--- src/rtl/serial_adder_if.sv ---
// Operand/result bundle for the bit-serial adder: the master issues start with
// two operands, the slave returns status, the sum, the carry and a done strobe.
interface serial_adder_if #(
    parameter int WIDTH = 8
);
    logic             start;
    logic [WIDTH-1:0] augend;
    logic [WIDTH-1:0] addend;
    logic             ready;
    logic             busy;
    logic [WIDTH-1:0] sum;
    logic             outcarry;
    logic             done;

    modport master (
        output start, augend, addend,
        input  ready, busy, sum, outcarry, done
    );

    modport slave (
        input  start, augend, addend,
        output ready, busy, sum, outcarry, done
    );
endinterface

--- src/rtl/serial_adder.sv ---
// Bit-serial ripple adder: one full-adder bit per clock, LSB first, with a fixed
// WIDTH-cycle RUN phase followed by a single-cycle DONE strobe.
module serial_adder #(
    parameter int WIDTH = 8
) (
    input  logic           clk,
    input  logic           rst_n,
    serial_adder_if.slave  bus
);
    localparam int CW = $clog2(WIDTH + 1);

    localparam logic [1:0] S_IDLE = 2'd0;
    localparam logic [1:0] S_RUN  = 2'd1;
    localparam logic [1:0] S_DONE = 2'd2;

    logic [1:0]       r_state;
    logic [WIDTH-1:0] r_a;
    logic [WIDTH-1:0] r_b;
    logic [WIDTH-1:0] r_sum;
    logic             r_carry;
    logic             r_outcarry;
    logic [CW-1:0]    r_count;

    logic w_s;
    logic w_cNext;
    logic w_last;

    assign w_s     = r_a[0] ^ r_b[0] ^ r_carry;
    assign w_cNext = (r_a[0] & r_b[0]) | (r_carry & (r_a[0] ^ r_b[0]));
    assign w_last  = (r_count == CW'(WIDTH - 1));

    // Status outputs decode straight from state so reset clears them at once.
    assign bus.ready    = (r_state == S_IDLE);
    assign bus.busy     = (r_state == S_RUN);
    assign bus.done     = (r_state == S_DONE);
    assign bus.sum      = r_sum;
    assign bus.outcarry = r_outcarry;

    always_ff @(posedge clk or negedge rst_n) begin
        if (!rst_n) begin
            r_state    <= S_IDLE;
            r_a        <= '0;
            r_b        <= '0;
            r_sum      <= '0;
            r_carry    <= 1'b0;
            r_outcarry <= 1'b0;
            r_count    <= '0;
        end else begin
            case (r_state)
                S_IDLE: begin
                    if (bus.start) begin
                        r_a     <= bus.augend;
                        r_b     <= bus.addend;
                        r_carry <= 1'b0;
                        r_count <= '0;
                        r_state <= S_RUN;
                    end
                end
                S_RUN: begin
                    r_sum   <= {w_s, r_sum[WIDTH-1:1]};
                    r_a     <= r_a >> 1;
                    r_b     <= r_b >> 1;
                    r_carry <= w_cNext;
                    r_count <= r_count + CW'(1);
                    // Carry out is only published once the MSB has been summed.
                    if (w_last) begin
                        r_outcarry <= w_cNext;
                        r_state    <= S_DONE;
                    end
                end
                S_DONE: begin
                    r_state <= S_IDLE;
                end
                default: begin
                    r_state <= S_IDLE;
                end
            endcase
        end
    end
endmodule

--- src/flat_wrapper.sv ---
// flat-port wrapper written by rule: the top's interface ports become plain ports
module serial_adder_flat 
#(
    parameter int WIDTH = 8
)
  (clk, rst_n, bus_start, bus_augend, bus_addend, bus_ready, bus_busy, bus_sum, bus_outcarry, bus_done);
  serial_adder_if #(.WIDTH(WIDTH)) bus_i ();
  input  logic clk;
  input  logic rst_n;
  input wire logic [$bits(bus_i.start)-1:0] bus_start;
  input wire logic [$bits(bus_i.augend)-1:0] bus_augend;
  input wire logic [$bits(bus_i.addend)-1:0] bus_addend;
  output wire logic [$bits(bus_i.ready)-1:0] bus_ready;
  output wire logic [$bits(bus_i.busy)-1:0] bus_busy;
  output wire logic [$bits(bus_i.sum)-1:0] bus_sum;
  output wire logic [$bits(bus_i.outcarry)-1:0] bus_outcarry;
  output wire logic [$bits(bus_i.done)-1:0] bus_done;
  assign bus_i.start = bus_start;
  assign bus_i.augend = bus_augend;
  assign bus_i.addend = bus_addend;
  assign bus_ready = bus_i.ready;
  assign bus_busy = bus_i.busy;
  assign bus_sum = bus_i.sum;
  assign bus_outcarry = bus_i.outcarry;
  assign bus_done = bus_i.done;
  serial_adder #(.WIDTH(WIDTH)) u_core (.clk(clk), .rst_n(rst_n), .bus(bus_i));
endmodule
--- config.mk ---
export PLATFORM = sky130hd
export DESIGN_NAME = serial_adder_flat
export DESIGN_NICKNAME = d
export VERILOG_FILES = /design/src/rtl/serial_adder_if.sv /design/src/rtl/serial_adder.sv /design/src/flat_wrapper.sv
export SDC_FILE = /design/constraint.sdc
export NUM_CORES = 1
export LEC_CHECK = 0
export ABC_AREA = 1
export CAP_MARGIN = 10
export CORE_MARGIN = 3
export CORE_UTILIZATION = 30
export DETAILED_ROUTE_END_ITERATION = 10
export GPL_ROUTABILITY_DRIVEN = 0
export GPL_TIMING_DRIVEN = 0
export MAX_ROUTING_LAYER = met4
export PLACE_DENSITY = 0.52
export SYNTH_ARGS = -nofsm -noshare
export SYNTH_HDL_FRONTEND = slang
export SYNTH_SLANG_ARGS = --single-unit
--- constraint.sdc ---
create_clock -name clk -period 2.7 [get_ports clk]
set_clock_uncertainty 0.1 [all_clocks]
set_input_delay 0.54 -clock clk [delete_from_list [all_inputs] [get_ports clk]]
set_output_delay 0.54 -clock clk [all_outputs]
set_load 0.02 [all_outputs]
After elaboration in Yosys (flattened, before gate mapping)
Cells that the tools add are included.
- bits in registers: 32
- latch bits: 0
- RAM bits: 0
- memory bits (read-only): 0
- input port bits: 19
- output and inout bits: 12
- logic and storage cells: 34
- memories: 0
- add/subtract/negate cells: 1
- $mul: 0
- div/mod/pow operators: 0
- magnitude comparators: 0
- equality and inequality tests: 5
- shift-type cells: 0
- multiplexer cells: 11
- bitwise logic cells: 5
- reductions and logical operators: 5
- operator list (operator ; number):
    $pmux W8 S2 ; 2
    $mux W8 ; 2
    $pmux W4 S2 ; 1
    $reduce_and A2 Y1 ; 3
    $add A4 B1 Y4 const B ; 1
    $eq A4 B3 Y1 const B ; 1
    $mux W2 ; 2
    $mux W4 ; 1
    $pmux W2 S2 ; 1
    $and A1 B1 Y1 ; 2
    $eq A2 B1 Y1 const B ; 1
    $eq A2 B2 Y1 const B ; 1
    $logic_not A2 Y1 ; 1
    $ne A2 B1 Y1 const B ; 1
    $ne A2 B2 Y1 const B ; 1
    $pmux W1 S2 ; 1
    $reduce_bool A2 Y1 ; 1
    $xor A1 B1 Y1 ; 2
    $mux W1 ; 1
    $or A1 B1 Y1 ; 1

Logic depth before layout (Yosys ltp)
- depth in word-level cells: 4
- depth in mapped cells: 7

Least setup slack after synthesis
OpenSTA, ideal clock, no wires.
- kind: flip-flop to output port
- start point: register u_core.r_state[1]
- end point: output port bus_busy
- arrival time: 0.878 ns
- required time: 2.060 ns
- slack: 1.182 ns
- stages on the path, launching flop included: 6
- path buffers: 2
- path through: dfrtp_1 inv_1 nand2_1 inv_1 buf_4 buf_6
- longest elaborated chain between the ends: 1
- RTL lines (item ; RTL line ; source):
    from (decl) ; serial_adder.sv:16 ; logic [1:0] r_state;
    from (signal assigned) ; serial_adder.sv:41 ; r_state <= S_IDLE;
    from (signal assigned) ; serial_adder.sv:56 ; r_state <= S_RUN;
    from (signal assigned) ; serial_adder.sv:68 ; r_state <= S_DONE;
    $eq A2 B1 Y1 ; serial_adder.sv:34 ; assign bus.busy = (r_state == S_RUN);
    to (decl) ; flat_wrapper.sv:14 ; output wire logic [$bits(bus_i.busy)-1:0] bus_busy;
Every way passes these cells.

Final worst setup path
Ends and elaborated chain as after synthesis.

==> results.sh <==
export IMPL_diodes=0
export IMPL_slew_viol_final=0
export IMPL_rr_startpoint="u_core.r_state[0]"
export IMPL_path_class="flop to output port"
export IMPL_power_switching_uw=769
export IMPL_antenna_found_initial=0
export IMPL_cts_tree="yes"
export IMPL_post_cts_buffers=0
export IMPL_cts_max_level=2
export IMPL_crit_required_ns=2.06
export IMPL_leakage_nw=0.890
export IMPL_yosysWarningCount=0
export IMPL_period_minus_slack_ns=2.53
export IMPL_setup_ws_ns=0.170
export IMPL_grt_busiest_layer="met2"
export IMPL_drc=0
export IMPL_p_int_mw=1.36
export IMPL_first_pass_iters=4
export IMPL_place_ws_ns=0.471
export IMPL_syn_num_nets=179
export IMPL_area_delta_synth_final_pct=35.3
export IMPL_seq_area_frac_synth=0.581
export IMPL_timing_fmax_ghz=0.395
export IMPL_num_vias=1146
export IMPL_syn_area_um2=1380
export IMPL_cap_viol_max_count=0
export IMPL_overflow=0
export IMPL_synth_area_leaders="dfrtp_1, nand2_1, nand3_1, o21ai_0, inv_1"
export IMPL_root_buffer="clkbuf_8"
export IMPL_cts_buffers=5
export IMPL_critPathArrivalTime_ns=1.89
export IMPL_layout_drive_gt1_share=0.0765
export IMPL_synthCells=158
export IMPL_wl_um=3040
export IMPL_ant_nets=0
export IMPL_slew_headroom=0.524
export IMPL_p_total_mw=2.13
export IMPL_hpwl_um=2210
export IMPL_power_density_nw_per_um2=1140
export IMPL_row_count=24
export IMPL_start_util=0.314
export IMPL_worstMarginPinSlew_ns=0.714
export IMPL_ys_types=15
export IMPL_finish_instance_area_um2=1860
export IMPL_io_buffers=30
export IMPL_seqPwrFrac=0.382
export IMPL_finalSetupViolations=0
export IMPL_timing_final_crit_share=0.937
export IMPL_worst_r2r_path_depth=4
export IMPL_fillers=436
export IMPL_grt_pass1_wl_um=5390
export IMPL_fin_setup_tns_ns=0
export IMPL_place_inst=240
export IMPL_swShare=0.361
export IMPL_grt_pass1_vias=1117
export IMPL_path_clk_slew_ns=0.07
export IMPL_drt_iter0_markers=74
export IMPL_synth_top_cell_area_share=0.581
export IMPL_final_cell_mix="nand2_1, dfrtp_1, nand3_1"
export IMPL_ys_ff_latch=32
export IMPL_rsz0062_at_grt="no"
export IMPL_dieHeight_um=73.8
export IMPL_status="complete, no violations"
export IMPL_use_met1=0.176
export IMPL_die_area_um2=5440
export IMPL_r2r_slack_ns=1.37
export IMPL_io_pins=31
export IMPL_fin_util=0.425
export IMPL_postSynthAreaPerCell_um2=8.72
export IMPL_cts_sinks=32
export IMPL_hold_class="input port to async pin"
export IMPL_use_met3=0.0424
export IMPL_cp_cell_sequence="inv_1 -> nand2_1 -> inv_1 -> buf_4 -> buf_6 -> clkdlybuf4s50_1"
export IMPL_holdWs_ns=0.209
export IMPL_placed_area_um2=1740
export IMPL_r2r_end="u_core.r_a[6]"
export IMPL_wire_per_inst_um=12.3
export IMPL_finalNetCount=216
export IMPL_clockBufferDepth=2
export IMPL_clk_latency_ns=0.28
export IMPL_viasPerCell=4.62
export IMPL_p_comb_frac=0.382
export IMPL_die_w_um=73.8
export IMPL_synth_top_cell_by_area="dfrtp_1"
export IMPL_critPathLaunchType="flop"
export IMPL_max_stage_delay_ns=0.60
export IMPL_crit_fanout=10
export IMPL_met2_usage=0.195
export IMPL_final_common_cell="nand2_1"
export IMPL_cp_end_kind="output port"
export IMPL_ir_worst_vdd_mv=0.376
export IMPL_hold_violations=0
export IMPL_grt_max_degree=33
export IMPL_grt_usage=0.134
export IMPL_core_area_um2=4380
export IMPL_fin_cells=248
export IMPL_cts_resized_gates=0
export IMPL_cp_common_cell="inv_1"
export IMPL_power_clock_fraction=0.236
export IMPL_crit_slowest_cell="clkdlybuf4s50_1"
export IMPL_cts_hold_buffers_added=0
worst max-delay path, delay by kind of cell (launching register included):
kind | cells | cell delay (ns)
simple gates | 1 | 0.11
flops | 1 | 0.39
buf+inv | 5 | 1.10
layout make-up:
cell class | count | area (µm²) | area share
multi-input combinational | 112 | 505 | 0.271
clock inverter | 1 | 30.0 | 0.0161
timing repair buffer | 30 | 295 | 0.158
buffer | 8 | 48.8 | 0.0262
inverter | 6 | 22.5 | 0.0121
clock buffer | 7 | 96.3 | 0.0517
sequential | 32 | 801 | 0.430
tap | 52 | 65.1 | 0.0349
worst max-delay path by stage:
stage / from / endpoint / slack (ns) / cells after the start
2_1_floorplan: u_core.r_state[1] / bus_busy / 1.18 / 5
3_3_place_gp: rst_n / u_core.r_a[6] / 0.38 / 1
3_5_place_dp: u_core.r_state[1] / bus_busy / 0.47 / 6
4_1_cts: u_core.r_state[1] / bus_busy / 0.16 / 6
5_1_grt: u_core.r_state[1] / bus_busy / 0.04 / 6
6_report: u_core.r_state[1] / bus_busy / 0.17 / 6
cells in the mapped netlist:
| master | count |
|---|---|
| ha_1 | 1 |
| xnor2_1 | 1 |
| nand3_1 | 31 |
| buf_2 | 3 |
| nor2_1 | 4 |
| clkbuf_1 | 2 |
| o21ai_1 | 4 |
| o21ai_0 | 7 |
| dfrtp_1 | 32 |
| nand2_1 | 62 |
| fa_1 | 1 |
| inv_1 | 6 |
| nand4_1 | 1 |
| buf_4 | 2 |
| buf_6 | 1 |
sequential cells by signal, summed over array words and instances (netlist names):
register and flops:
u_core.r_state 2, u_core.r_b 8, u_core.r_count 4, u_core.bus.sum 8, u_core.r_carry 1, u_core.r_a 8
u_core.bus.outcarry 1
logic make-up (layout without fill, tap and decap cells):
family,Yosys count,in the layout,share of synthesized area
AND/OR/NAND/NOR,98,98,0.297
flip-flops,32,32,0.581
buffers and inverters,14,52,0.0518
AO/OA/AOI/OAI,11,11,0.0400
adder cells (fa/ha/maj),2,2,0.0236
XOR/XNOR,1,1,0.00636
routing by layer:
layer / share of wire / up-vias
met5: 0 / -
met4: 0.016 / 0
met3: 0.057 / 6
met2: 0.45 / 34
met1: 0.48 / 525
li1: - / 581
power groups by stage:
stage,logic [mW],registers (mW),clock network (mW)
floorplan,0.458,0.867,0
global placement,0.810,0.815,0
detailed placement,0.829,0.824,0
CTS,0.833,0.816,0.514
global route,0.928,0.845,0.538
finish,0.815,0.814,0.502
No activity file was read; power rests on OpenSTA's default activity.
==> variant 1 (same settings) <==
`WIDTH` is set to 8 in 3 places; all go to 16.
--- a/src/rtl/serial_adder_if.sv
+++ b/src/rtl/serial_adder_if.sv
@@ -2,5 +2,5 @@
 // two operands, the slave returns status, the sum, the carry and a done strobe.
 interface serial_adder_if #(
-    parameter int WIDTH = 8
+    parameter int WIDTH = 16
 );
     logic             start;
--- a/src/rtl/serial_adder.sv
+++ b/src/rtl/serial_adder.sv
@@ -2,5 +2,5 @@
 // WIDTH-cycle RUN phase followed by a single-cycle DONE strobe.
 module serial_adder #(
-    parameter int WIDTH = 8
+    parameter int WIDTH = 16
 ) (
     input  logic           clk,
--- a/src/flat_wrapper.sv
+++ b/src/flat_wrapper.sv
@@ -2,5 +2,5 @@
 module serial_adder_flat 
 #(
-    parameter int WIDTH = 8
+    parameter int WIDTH = 16
 )
   (clk, rst_n, bus_start, bus_augend, bus_addend, bus_ready, bus_busy, bus_sum, bus_outcarry, bus_done);
Interface: changed (resized bus_addend, bus_augend and bus_sum); port bits go from 31 to 55. The function was not compared with the original's and may differ.
==> variant 1 against the unedited design <==
- via count is 93% higher
- cell area grew 82%
- power rose by 74%
- core utilization is 0.47 points higher
- worst setup slack got worse by 0.061 ns
- wire length is 110% higher
- first-iteration DRC count grew 81%
- sequential cell count is 25 higher
- sequential power increased by 77%
- critical endpoint unchanged
- sequential share of layout area decreased by 0.89 points
- register-to-register slack worse by 0.10 ns
- area after synthesis is 81% higher
- fmax down 2.4%
- non-clock buffer count grew 38
==> variant 1: results (changes against the unedited design) <==
- Ranked by total cell area, the synthesized netlist is headed by dfrtp_1 57%, nand3_1 20%, nand2_1 10%.
- In this run the critical register-to-register path is captured at u_core.bus.outcarry.
- The post-CTS setup-driven buffer insertion count is 0 (unchanged).
- Signal routing reaches up to met4.
- The gate count after technology mapping is 286 (+81%).
- The part of the Yosys area used for sequential elements came to 57.06% (-1.1 points).
- The net count after synthesis was 324 (+81%).
- The total CTS buffers is 9 (+4).
- The unique cell type count in the Yosys netlist is 18 (+3).
- On the critical path, the stage with the largest delay is an instance of clkdlybuf4s50_1.
- The via count of the first global-routing pass came to 2,246 (+100%).
- The fraction of layout instances using a drive strength above 1 is 9.524% (+1.9 points).
- The later-pin clock latency in the skew report came to 0.33 ns (+0.05 ns).
- By count the netlist is led by 98 x nand3_1, 67 x nand2_1, 57 x dfrtp_1.
- The longest individual stage delay on the worst path is 0.65 ns (+0.05 ns).
- The worst slack on hold paths came to 0.09431 ns (-0.1147 ns).
- The routing usage on met3 came to 4.738% (+0.50 points).
- The worst slack at placement is 0.4543 ns (-0.01674 ns).
- The worst flop-to-flop path startpoint is u_core.r_count[0].
- The routed wirelength normalized by instance count is 13.68 um (+11%).
- The H-tree depth came to 3 (+1).
- The quantity of I/O buffers inserted on ports is 54 (+80%).
- The global-route usage over all layers is 14.64% (+1.2 points).
- The detailed-routed wire length on met2 came to 2897 um (+110%).
- The peak supply drop is 358.3 uV (-4.8%).
- The depth of the most critical reg-to-reg path is 8 (+4).
- The per-cell via count in the routed design is 4.828 (+4.5%).
- The wire length on met1 is 2979 um (+100%).
- The HPWL reported at the end of detailed placement is 4420 um (+100%).
- The maximum fanout along the worst path is 10 (unchanged).
- The number of placed instances, taps included came to 443 (+85%).
- The largest net degree at the start of global routing is 36 (+9.1%).
- The worst setup slack for register-to-register paths came to 1.27 ns (-0.10 ns).
- The cell leakage power is 1.573 nW (+77%).
- The non-filler instance count after layout is 459 (+85%).
- The met1 capacity usage during global routing is 19.42% (+1.8 points).
- The instance area after placement is 0.003183 mm^2 (+83%).
- The wire length of the first global-routing pass is 10,820 um (+100%).
- CTS placed an instance of clkbuf_8 at the clock tree root.
- The run finished with clean final reports.
- The relative slew slack is 62.74% (+10 points).
- The initial DRC count is 134 (+81%).
- The final net count is 390 (+81%).
- The global routing met2 resource utilization is 21.44% (+2.0 points).
- The worst endpoint data arrival time is 1.95 ns (+0.06 ns).
- The met3 wirelength from detailed routing was 325 um (+89%).
## variant 1: cell types whose count changed after synthesis, moves of 2 or more
cell,unedited run,this run
inv_2,0,2
clkbuf_1,2,6
nand3_1,31,98
nor2_1,4,7
buf_2,3,13
nand2_1,62,67
dfrtp_1,32,57
inv_1,6,10
o21ai_1,4,11
## variant 1: where the power goes
group	total (mW)	leakage, nW	internal [mW]	switching [mW]
Clock	0.831	0.107	0.501	0.329
Combinational	1.42	0.731	0.594	0.830
Sequential	1.44	0.735	1.21	0.230
## variant 1: final cells by class
type,count,area [um^2]
fill,799,4497
multi-input combinational,196,922.1
sequential,57,1426
clock inverter,2,35.03
tap,102,127.6
clock buffer,14,172.7
inverter,12,45.04
timing repair buffer,55,555.5
buffer,21,106.4
## variant 1: kinds of logic (layout without fill, tap and decap cells)
kind of cell	Yosys count	in the layout	share of synthesized area, %
flip-flops	57	57	57.06
buffers and inverters	33	104	6.056
AND/OR/NAND/NOR	174	174	31.23
adder cells (fa/ha/maj)	3	3	1.802
AO/OA/AOI/OAI	19	19	3.854
## variant 1: worst register-to-register path: stages (launching register included)
cell	delay (ns)
dfrtp_1	0.42
ha_1	0.19
nand2_1	0.07
nor2_1	0.11
ha_1	0.16
inv_1	0.06
nor2_1	0.14
nand2_1	0.07
nand2_1	0.06
## variant 1: worst max path at each step
| stage | startpoint | end | slack (ns) |
|---|---|---|---|
| 6_report | u_core.r_state[1] | bus_busy | 0.11 |
| 5_1_grt | u_core.r_state[0] | bus_ready | 0.02 |
| 4_1_cts | u_core.r_state[1] | bus_busy | 0.09 |
| 3_5_place_dp | u_core.r_state[1] | bus_busy | 0.45 |
| 3_3_place_gp | rst_n | u_core.bus.sum[4] | -0.93 |
| 2_1_floorplan | u_core.r_state[1] | bus_busy | 1.24 |
==> variant 2 (same settings) <==
Without the edit above. Make the reset (`rst_n`) synchronous in one clocked block.
--- a/src/rtl/serial_adder.sv
+++ b/src/rtl/serial_adder.sv
@@ -37,5 +37,5 @@
     assign bus.outcarry = r_outcarry;
 
-    always_ff @(posedge clk or negedge rst_n) begin
+    always_ff @(posedge clk) begin
         if (!rst_n) begin
             r_state    <= S_IDLE;
Function: differs if rst_n is asserted again (counterexample within 4 cycles, from zero or initial values and one cycle with rst_n low); with rst_n held inactive, the same outputs for 10 cycles.
==> variant 2 against the unedited design <==
- first-iteration DRC count fell by 32%
- worst setup slack gained 0.093 ns
- sequential cell count is the same
- cell area is 0.81% lower
- wire length rose by 7.4%
- area after synthesis grew 1.9%
- critical endpoint is now bus_ready
- highest routed layer unchanged
Power is not compared: it rests on default switching activity, and its combinational part moved more than twofold at a synthesized area within 25%.
==> variant 2: results (changes against the unedited design) <==
- The final wirelength is 3268 um (+7.4%).
- The termination of the worst setup path is bus_ready.
- The number of placed instances, taps included came to 290 (+21%).
- The worst flop-to-flop path startpoint is u_core.r_state[0].
- The relative area of clock buffers and inverters in the final design is 4.871% (-1.9 points).
- The routed wirelength normalized by instance count is 10.97 um (-11%).
- The worst hold path belongs to the class reg -> reg.
- The number of vias after detailed routing is 1,334 (+16%).
- The worst setup slack for register-to-register paths came to 1.32 ns (-0.05 ns).
- The fill cell total of the finished layout is 503 (+15%).
- The global routing met2 resource utilization came to 18.83% (-0.66 points).
- The largest net degree at the start of global routing was 11 (-67%).
- The part of the Yosys area used for sequential elements is 45.63% (-12 points).
- The endpoint identified for the worst register-to-register timing path is u_core.r_a[7].
- By count the netlist is led by 49 x nand2_1, 49 x nor2_1, 32 x dfxtp_1.
- By area the synthesized netlist is led by dfxtp_1 46%, nand2_1 13%, nor2_1 13%.
- The net count after synthesis is 230 (+28%).
- The worst slack on hold paths is 0.3715 ns (+0.1625 ns).
- The via count of the first global-routing pass is 1,127 (+0.90%).
- The clock buffer instance count of the final layout is 8 (+1).
- The worst slack at placement came to 0.5601 ns (+0.08909 ns).
- The routing usage on met3 is 3.649% (-0.59 points).
- The actual transition at the worst max-transition pin was 0.6934 ns (-0.02068 ns).
- Relative to the synthesized area, the layout overhead comes to 31.73%.
- The count of multi-input combinational gates is 148 (+32%).
- The flow ran to the end, and the final reports show no timing, DRC or antenna violations.
[variant 2: kinds of logic after synthesis]
group,count (synthesis),synth area share [%]
simple gates,126,36.45
flops,32,45.63
buf+inv,29,8.467
compound gates,20,7.130
fa+ha+maj,2,2.317
[variant 2: worst max-delay path: cells and delay by family, from the launching register on]
family | cells | cell delay (ns)
buffers and inverters | 2 | 0.86
DFF | 1 | 0.36
and+or+nand+nor | 1 | 0.30
[variant 2: report_power, final]
group | total (mW) | switching [mW] | internal, mW
Clock | 0.379 | 0.171 | 0.208
Combinational | 0.178 | 0.0978 | 0.0798
Sequential | 0.519 | 0.0176 | 0.501
Total | 1.08 | 0.287 | 0.788
[variant 2: metal layers]
metal  vias up  share of wire [%]
li1        721                  -
met1       580                 51
met2        26                 42
met3         7                4.9
met4         0                1.8
met5         -                  0
